`src/rtl/reg_pkg.sv`:
```
// Shared definitions for the register-access protocol: opcodes and the
// responder's register map.
package reg_pkg;

  typedef enum logic [1:0] {
    OP_NOP = 2'b00,
    OP_RD  = 2'b01,
    OP_WR  = 2'b10
  } op_t;

  localparam int ADDR_ID       = 0;
  localparam int ADDR_CTRL     = 1;
  localparam int ADDR_STATUS   = 2;
  localparam int ADDR_COUNT    = 3;
  localparam int ADDR_SCRATCH0 = 4;

endpackage

```
`src/rtl/reg_sat_cnt.sv`:
```
// Saturating up-counter with a synchronous clear that outranks the increment.
module reg_sat_cnt #(
  parameter int DWIDTH = 8
) (
  input  logic              clk,
  input  logic              rst,
  input  logic              inc_i,
  input  logic              clr_i,
  output logic [DWIDTH-1:0] cnt_o
);

  logic [DWIDTH-1:0] cnt_q, cnt_d;

  always_comb begin
    cnt_d = cnt_q;
    if (clr_i)                    cnt_d = '0;
    else if (inc_i && cnt_q != '1) cnt_d = cnt_q + 1'b1;
  end

  always_ff @(posedge clk) begin
    if (rst) cnt_q <= '0;
    else     cnt_q <= cnt_d;
  end

  assign cnt_o = cnt_q;

endmodule

```
`src/rtl/reg_rsp_bank.sv`:
```
// Responder side of the register interface: decodes NOP/RD/WR requests and
// implements ID, CTRL, W1C STATUS, saturating COUNT and scratch registers.
module reg_rsp_bank
  import reg_pkg::*;
#(
  parameter int DWIDTH = 8,
  parameter int AWIDTH = 8,
  parameter int DEPTH  = 8,
  parameter int ID_VAL = 'hA5
) (
  input  logic              clk,
  input  logic              rst,
  input  logic [1:0]        op,
  input  logic [AWIDTH-1:0] addr,
  input  logic [DWIDTH-1:0] wdata,
  output logic [DWIDTH-1:0] rdata,
  output logic              rd_valid,
  output logic              err,
  input  logic [DWIDTH-1:0] hw_event,
  input  logic              cnt_inc,
  output logic [DWIDTH-1:0] ctrl,
  output logic              irq
);

  localparam int NSCR = DEPTH - ADDR_SCRATCH0;
  localparam logic [DWIDTH-1:0] ID_W     = DWIDTH'(ID_VAL);
  localparam logic [AWIDTH-1:0] A_ID     = AWIDTH'(ADDR_ID);
  localparam logic [AWIDTH-1:0] A_CTRL   = AWIDTH'(ADDR_CTRL);
  localparam logic [AWIDTH-1:0] A_STATUS = AWIDTH'(ADDR_STATUS);
  localparam logic [AWIDTH-1:0] A_COUNT  = AWIDTH'(ADDR_COUNT);

  logic              is_rd, is_wr, is_ill, in_range, wr_en;
  logic [DWIDTH-1:0] ctrl_q, ctrl_d;
  logic [DWIDTH-1:0] status_q, status_d;
  logic [DWIDTH-1:0] scratch_q [NSCR];
  logic [DWIDTH-1:0] scratch_d [NSCR];
  logic [DWIDTH-1:0] count;
  logic [DWIDTH-1:0] rd_val;
  logic [DWIDTH-1:0] rdata_q, rdata_d;
  logic              rd_valid_q, rd_valid_d;
  logic              err_q, err_d;

  assign is_rd    = (op == OP_RD);
  assign is_wr    = (op == OP_WR);
  assign is_ill   = (op == 2'b11);
  assign in_range = ({1'b0, addr} < (AWIDTH+1)'(DEPTH));
  assign wr_en    = is_wr && in_range;

  reg_sat_cnt #(.DWIDTH(DWIDTH)) u_count (
    .clk   (clk),
    .rst   (rst),
    .inc_i (cnt_inc),
    .clr_i (wr_en && addr == A_COUNT),
    .cnt_o (count)
  );

  // Read mux sees only flop outputs, so a read returns pre-update contents.
  always_comb begin
    // NOTE: every always_comb output gets a default first so no path can infer a latch.
    rd_val = '0;
    if (addr == A_ID)     rd_val = ID_W;
    if (addr == A_CTRL)   rd_val = ctrl_q;
    if (addr == A_STATUS) rd_val = status_q;
    if (addr == A_COUNT)  rd_val = count;
    for (int i = 0; i < NSCR; i++)
      if (addr == AWIDTH'(ADDR_SCRATCH0 + i)) rd_val = scratch_q[i];
  end

  always_comb begin
    ctrl_d     = ctrl_q;
    scratch_d  = scratch_q;
    rdata_d    = rdata_q;
    rd_valid_d = is_rd;
    err_d      = is_ill || ((is_rd || is_wr) && !in_range);
    if (wr_en && addr == A_CTRL) ctrl_d = wdata;
    for (int i = 0; i < NSCR; i++)
      if (wr_en && addr == AWIDTH'(ADDR_SCRATCH0 + i)) scratch_d[i] = wdata;
    // Set is OR-ed in after the clear, so hardware events beat software W1C.
    status_d = (status_q & ~((wr_en && addr == A_STATUS) ? wdata : '0)) | hw_event;
    if (is_rd) rdata_d = rd_val;
  end

  always_ff @(posedge clk) begin
    // NOTE: sequential state uses non-blocking assignments so all flops sample the same pre-edge values.
    if (rst) begin
      ctrl_q     <= '0;
      status_q   <= '0;
      rdata_q    <= '0;
      rd_valid_q <= 1'b0;
      err_q      <= 1'b0;
      // NOTE: scratch is a handful of flops with a defined reset value, so it is cleared here rather than left as RAM.
      for (int i = 0; i < NSCR; i++) scratch_q[i] <= '0;
    end else begin
      ctrl_q     <= ctrl_d;
      status_q   <= status_d;
      rdata_q    <= rdata_d;
      rd_valid_q <= rd_valid_d;
      err_q      <= err_d;
      scratch_q  <= scratch_d;
    end
  end

  assign rdata    = rdata_q;
  assign rd_valid = rd_valid_q;
  assign err      = err_q;
  assign ctrl     = ctrl_q;
  assign irq      = |(status_q & ctrl_q);

endmodule
```
`config.mk`:
```
export PLATFORM = sky130hd
export DESIGN_NAME = reg_rsp_bank
export DESIGN_NICKNAME = d
export VERILOG_FILES = /design/src/rtl/reg_pkg.sv /design/src/rtl/reg_sat_cnt.sv /design/src/rtl/reg_rsp_bank.sv
export SDC_FILE = /design/constraint.sdc
export NUM_CORES = 1
export LEC_CHECK = 0
export ABC_AREA = 1
export ABC_CLOCK_PERIOD_IN_PS = 3200
export CORE_UTILIZATION = 50
export DETAILED_ROUTE_END_ITERATION = 16
export GPL_ROUTABILITY_DRIVEN = 0
export PLACE_DENSITY = 0.87
export SYNTH_ARGS = -nofsm -noshare
export SYNTH_HDL_FRONTEND = slang
export SYNTH_HIERARCHICAL = 1
export SYNTH_SLANG_ARGS = --single-unit
```
`constraint.sdc`:
```
create_clock -name clk -period 3.2 [get_ports clk]
set_clock_uncertainty 0.2 [all_clocks]
set_input_delay 0.96 -clock clk [delete_from_list [all_inputs] [get_ports clk]]
set_output_delay 0.96 -clock clk [all_outputs]
set_load 0.01 [all_outputs]
```
==> flow_metrics.py, run 1 <==
metrics = {
    "hold_path": {
        "hp-start": "rdata[6]",
        "hold_path_depth": 2,
        "min_path_type": "flop to flop",
    },
    "pwr": {
        "power.density_nw_per_um2": 419.8,
        "vdd_drop_max_mv": 0.2886,
        "leakage_nw": 1.653,
    },
    "global_route": {
        "grt_start_max_net_pins": 28,
        "overflow": 0,
        "first_global_vias": 2925,
        "grt_util_all_layers_pct": 26.64,
        "grt_pass1_wl_mm": 13.46,
        "antenna_found_initial": 0,
    },
    "setup_path": {
        "critPathArrivalTime_ns": 1.69,
        "max_stage_delay_ns": 0.49,
        "r2r-start": "u_count/cnt_o[0]",
        "crit_chain": "a22o_1, a221oi_1, nand2_1, clkdlybuf4s50_1",
        "cp-startpoint": "ctrl[7]",
        "setup.worst_path.start_class": "flop",
        "end_kind": "output port",
        "required_ns": 2.04,
        "critical_path_class": "flop to output port",
        "reg2reg_depth": 6,
        "slowest_stage": "clkdlybuf4s50_1",
        "path_max_fanout": 4,
    },
    "yosys": {
        "yosysMostFrequentCell": "dfxtp_1",
        "synth_mux_area_share_pct": 0,
        "yosys_warnings": 6,
        "yosys.area_share.simple_pct": 26.60,
        "synth_compound_area_share_pct": 21.23,
        "yosys-top-cells-count": "dfxtp_1 (66), nand2_1 (57), a21oi_1 (50)",
        "syn_area_um2": 3194,
        "syn_avg_cell_area_um2": 7.481,
        "synth_area_leader_cell": "dfxtp_1",
        "synth_fa_ha_area_share_pct": 1.567,
        "synth_ff_type": "dfxtp_1",
        "yosysUniqueCellTypes": 30,
        "synth_edf_count": 0,
        "ys_seq_area_share_pct": 41.36,
        "synth.top_cell.area_share_pct": 41.36,
        "synth_xor_xnor_area_share_pct": 0,
        "yosys-top-cells-area": "dfxtp_1 (41%), a21oi_1 (7.8%), o21ai_0 (7.4%), nand2_1 (6.7%), nand3_1 (5.5%)",
        "synth-seq-cells": 66,
        "syn_nets": 460,
        "synth_top_family_by_area": "simple AND/OR/NAND/NOR gates",
        "postSynthCellCount": 427,
        "synthArstFlopShare_pct": 0,
    },
    "job": {
        "drv_cap": 0,
    },
    "timing": {
        "slew_headroom_pct": 64.19,
        "drv_slew": 0,
        "final.setup.tns_ns": 0,
        "max_freq_ghz": 0.3507,
        "post-route-period-util_pct": 89.10,
        "period_needed_ns": 2.851,
        "hold_viol": 0,
        "setup_viol": 0,
        "rsz0062_at_grt": "false",
        "tightest_slew_ns": 0.5371,
    },
    "clocking": {
        "post_cts_buffers": 0,
        "tritoncts": "yes",
        "clock_path_buffers": 2,
        "clk_latency_ns": 0.35,
        "clkSinkCount": 66,
        "cts_buffers": 9,
        "post_cts_resize_count": 0,
        "root_buffer": "clkbuf_8",
        "cts_hold_buf": 0,
        "path_clk_slew_ns": 0.07,
        "cts_max_level": 3,
    },
    "place": {
        "place_area_um2": 3761,
        "io_buffers": 47,
        "detailedPlacementHpwl_mm": 5.932,
    },
    "outcome": {
        "run_status": "completed",
    },
    "route": {
        "dr.pass1.iters": 5,
        "drt-vias-per-instance": 5.485,
        "routed_wl_mm": 8.173,
        "drc": 0,
        "postRouteAntennaNets": 0,
        "wire_per_inst_um": 14.52,
        "vias": 3088,
        "drt_iter0_drc": 194,
    },
    "cells_and_area": {
        "nets": 516,
        "num_antenna_cells": 0,
        "drive_gt1_share_pct": 11.89,
        "final_core_utilization_pct": 65.47,
        "fin_area_um2": 3945,
        "area_delta_synth_final_pct": 23.50,
    },
    "floorplan": {
        "start_util_pct": 53.01,
        "io_pins": 48,
        "design.core.area_um2": 6026,
        "die-area_um2": 6713,
        "die_h_um": 81.93,
        "die_w_um": 81.93,
        "placementRows": 28,
    },
}
## critical path, delay by kind of cell (launching register included)
kind	cells	cell delay [ns]
buf+inv	1	0.49
compound gates	2	0.42
simple gates	1	0.10
flops	1	0.34
## worst paths after layout
path                                          to  slack (ns)
worst max-delay path                         irq        0.35
worst min-delay path                    rdata[6]        0.27
worst min register to register          rdata[6]        0.27
worst max register to register  u_count/cnt_o[0]        1.70
## layout by cell type, fill, tap and decap left out, drive strengths merged
cell type | Yosys | final
a211oi | 16 | 16
a21oi | 50 | 50
a221oi | 2 | 2
a22o | 2 | 2
buf | 8 | 13
clkbuf | 7 | 15
clkdlybuf4s50 | 0 | 47
clkinv | 1 | 1
clkinvlp | 0 | 1
dfxtp | 66 | 66
ha | 4 | 4
inv | 52 | 52
nand2 | 63 | 63
nand3 | 38 | 38
nand4 | 8 | 8
nor2 | 52 | 52
nor3 | 3 | 3
nor4 | 2 | 2
o21ai | 49 | 49
o21bai | 1 | 1
or2 | 3 | 3
## routing by layer
| layer | share of wire (%) | wire (µm) | global-route usage, % |
|---|---|---|---|
| met3 | 6.4 | 522 | 5.778 |
| met4 | 2.2 | 178 | 12.28 |
| met2 | 46 | 3781 | 43.47 |
| met5 | 0 | 0 | 0 |
| met1 | 45 | 3690 | 33.31 |
## cell type report
type,count,area [µm²]
multi-input combinational,293,1578
tap,75,93.84
fill,497,2081
clock inverter,1,7.507
inverter,53,200.2
timing repair buffer,60,568.0
sequential,66,1321
clock buffer,15,176.4
## kinds of logic (layout without fill, tap and decap cells)
family / Yosys count / in the layout
buffers and inverters: 68 / 129
DFF: 66 / 66
adders and majority gates: 4 / 4
and+or+nand+nor: 169 / 169
AOI/OAI and AO/OA: 120 / 120
## state kept, by name (all words and copies together) (netlist names)
signal         cells
scratch_q         32
rd_valid           1
rdata              8
ctrl               8
err                1
status_q           8
u_count/cnt_o      8
## where the power goes
| group | switching (mW) | internal, mW | leakage, nW |
|---|---|---|---|
| Sequential | 0.0142 | 0.837 | 0.536 |
| Combinational | 0.0835 | 0.0653 | 1.03 |
| Clock | 0.310 | 0.346 | 0.0900 |
## stage by stage
step	cells	total power, mW	hold WS [ns]	setup slack (ns)
after floorplan	427	0.9405	0.2623	0.9021
after global placement	547	1.012	0.2597	0.3005
after detailed placement	547	1.017	0.2581	0.2333
after CTS	563	1.663	0.2693	0.3264
after global routing	563	1.716	0.3039	0.2833
final	563	1.656	0.2669	0.3488
(Power assumes the default switching activity.)
==> inputs of run 2 (changes only) <==
--- a/config.mk
+++ b/config.mk
@@ -11,6 +11,7 @@
 export DETAILED_ROUTE_END_ITERATION = 16
 export GPL_ROUTABILITY_DRIVEN = 0
 export PLACE_DENSITY = 0.87
+export SETUP_SLACK_MARGIN = 0.15
 export SYNTH_ARGS = -nofsm -noshare
 export SYNTH_HDL_FRONTEND = slang
 export SYNTH_HIERARCHICAL = 1
==> results of run 2 <==
Final layout, timing and power as in run 1 (identical DEF).
==> inputs of run 3 (changes only) <==
--- a/config.mk
+++ b/config.mk
@@ -7,11 +7,14 @@
 export LEC_CHECK = 0
 export ABC_AREA = 1
 export ABC_CLOCK_PERIOD_IN_PS = 3200
+export CORE_MARGIN = 10
 export CORE_UTILIZATION = 50
 export DETAILED_ROUTE_END_ITERATION = 16
 export GPL_ROUTABILITY_DRIVEN = 0
+export MAX_ROUTING_LAYER = met4
 export PLACE_DENSITY = 0.87
 export SETUP_SLACK_MARGIN = 0.15
+export SLEW_MARGIN = 15
 export SYNTH_ARGS = -nofsm -noshare
 export SYNTH_HDL_FRONTEND = slang
 export SYNTH_HIERARCHICAL = 1
==> flow_metrics.py, run 3 (synthesized netlist as in run 1, its figures left out) <==
metrics = {
    "cells_and_area": {
        "final_common_cell": "dfxtp_1",
        "area_delta_synth_final_pct": 22.25,
        "num_antenna_cells": 0,
        "nets": 512,
        "n_fill_cell": 562,
        "drive_gt1_share_pct": 11.57,
        "regMostFlops": "scratch_q",
        "layout.area.seq_um2": 1321,
        "largest_reg_flops": 32,
        "fin_area_um2": 3905,
        "multi_input_area_um2": 1578,
        "final_core_utilization_pct": 62.21,
        "fin_cells": 561,
        "final_cell_mix": "dfxtp_1 (66), nand2_1 (57), a21oi_1 (50)",
    },
    "timing": {
        "tightest_slew_ns": 0.6670,
        "rsz0062_at_grt": "false",
        "whs_ns": 0.2688,
        "final.setup.tns_ns": 0,
        "setup_viol": 0,
        "max_freq_ghz": 0.3451,
        "post-route-period-util_pct": 90.54,
        "drv_slew": 0,
        "hold_viol": 0,
        "period_needed_ns": 2.897,
        "slew_headroom_pct": 55.49,
        "worst_slack_ns": 0.3027,
    },
    "clocking": {
        "clkSinkCount": 66,
        "post_cts_buffers": 0,
        "cts_hold_buf": 0,
        "root_buffer": "clkbuf_8",
        "clk_latency_ns": 0.35,
        "cts_max_level": 3,
        "path_clk_slew_ns": 0.08,
        "cts_buffers": 9,
        "post_cts_resize_count": 0,
        "clock_path_buffers": 2,
        "tritoncts": "yes",
    },
    "pwr": {
        "power.density_nw_per_um2": 413.4,
        "vdd_drop_max_mv": 0.3903,
        "p_total_mw": 1.614,
        "leakage_nw": 1.629,
    },
    "place": {
        "dp.cells": 545,
        "place_area_um2": 3734,
        "detailedPlacementHpwl_mm": 6.397,
        "detailedPlace.worstSlack_ns": 0.1428,
        "io_buffers": 47,
    },
    "job": {
        "drv_cap": 0,
    },
    "setup_path": {
        "critPathArrivalTime_ns": 1.74,
        "end_kind": "output port",
        "critical_path_class": "flop to output port",
        "path_max_fanout": 4,
        "max_stage_delay_ns": 0.50,
        "cp-startpoint": "ctrl[2]",
        "crit_chain": "a22o_1, a221oi_1, nand2_1, clkdlybuf4s50_1",
        "slowest_stage": "clkdlybuf4s50_1",
        "required_ns": 2.04,
        "critPathTopFamily": "buffers and inverters",
        "setup.worst_path.start_class": "flop",
        "r2r-start": "u_count/cnt_o[0]",
        "worst-path-buf-inv": 1,
    },
    "floorplan": {
        "io_pins": 48,
        "die_h_um": 99.93,
        "die-area_um2": 9986,
        "die_w_um": 99.93,
        "design.core.area_um2": 6277,
        "start_util_pct": 50.89,
        "placementRows": 29,
    },
    "global_route": {
        "overflow": 0,
        "first_global_vias": 2951,
        "grt_pass1_wl_mm": 14.26,
        "grt_start_max_net_pins": 28,
        "grt_util_all_layers_pct": 18.12,
        "antenna_found_initial": 0,
    },
    "route": {
        "postRouteAntennaNets": 0,
        "drt_iter0_drc": 246,
        "dr.pass1.iters": 5,
        "wire_per_inst_um": 15.65,
        "routed_wl_mm": 8.777,
        "drc": 0,
        "drt-vias-per-instance": 5.595,
        "vias": 3139,
    },
    "hold_path": {
        "hp-start": "rdata[6]",
        "min_path_type": "flop to flop",
    },
    "outcome": {
        "run_status": "completed",
    },
}
[run 3: cell types whose count changed in the layout (fill, tap and decap cells not counted)]
cell	previous run	this run
clkinv_4	0	3
buf_4	13	9
clkbuf_1	3	1
clkinv_2	1	3
clkbuf_8	12	9
[run 3: routing by layer]
layer / GRT usage, % / wire length (µm) / up-vias
met5: - / 0 / -
met4: 7.828 / 217 / 0
met3: 4.396 / 456 / 21
met2: 29.97 / 4335 / 107
met1: 20.36 / 3768 / 1466
li1: - / - / 1545
[run 3: final timing paths]
path	end	slack (ns)	cells after the start
max	irq	0.30	4
max reg2reg	u_count/cnt_o[1]	1.67	6
min reg2reg	rdata[6]	0.27	2
min	rdata[6]	0.27	2
[run 3: cell type report]
type / instances / share of cell area [%]
Multi-Input combinational cell: 293 / 40.40
Sequential cell: 66 / 33.84
Timing Repair Buffer: 56 / 13.78
Inverter: 53 / 5.127
Clock buffer: 10 / 3.268
Tap cell: 77 / 2.467
Clock inverter: 6 / 1.121
[run 3: power breakdown]
| group | switching, mW | leakage (nW) | internal (mW) |
|---|---|---|---|
| clock | 0.334 | 0.0862 | 0.282 |
| combinational | 0.0836 | 1.01 | 0.0634 |
| sequential | 0.0144 | 0.536 | 0.837 |
[run 3: tightest hold or removal path: stages (launching register included)]
cell	delay [ns]
dfxtp_1	0.31
nand2_1	0.06
a21oi_1	0.05
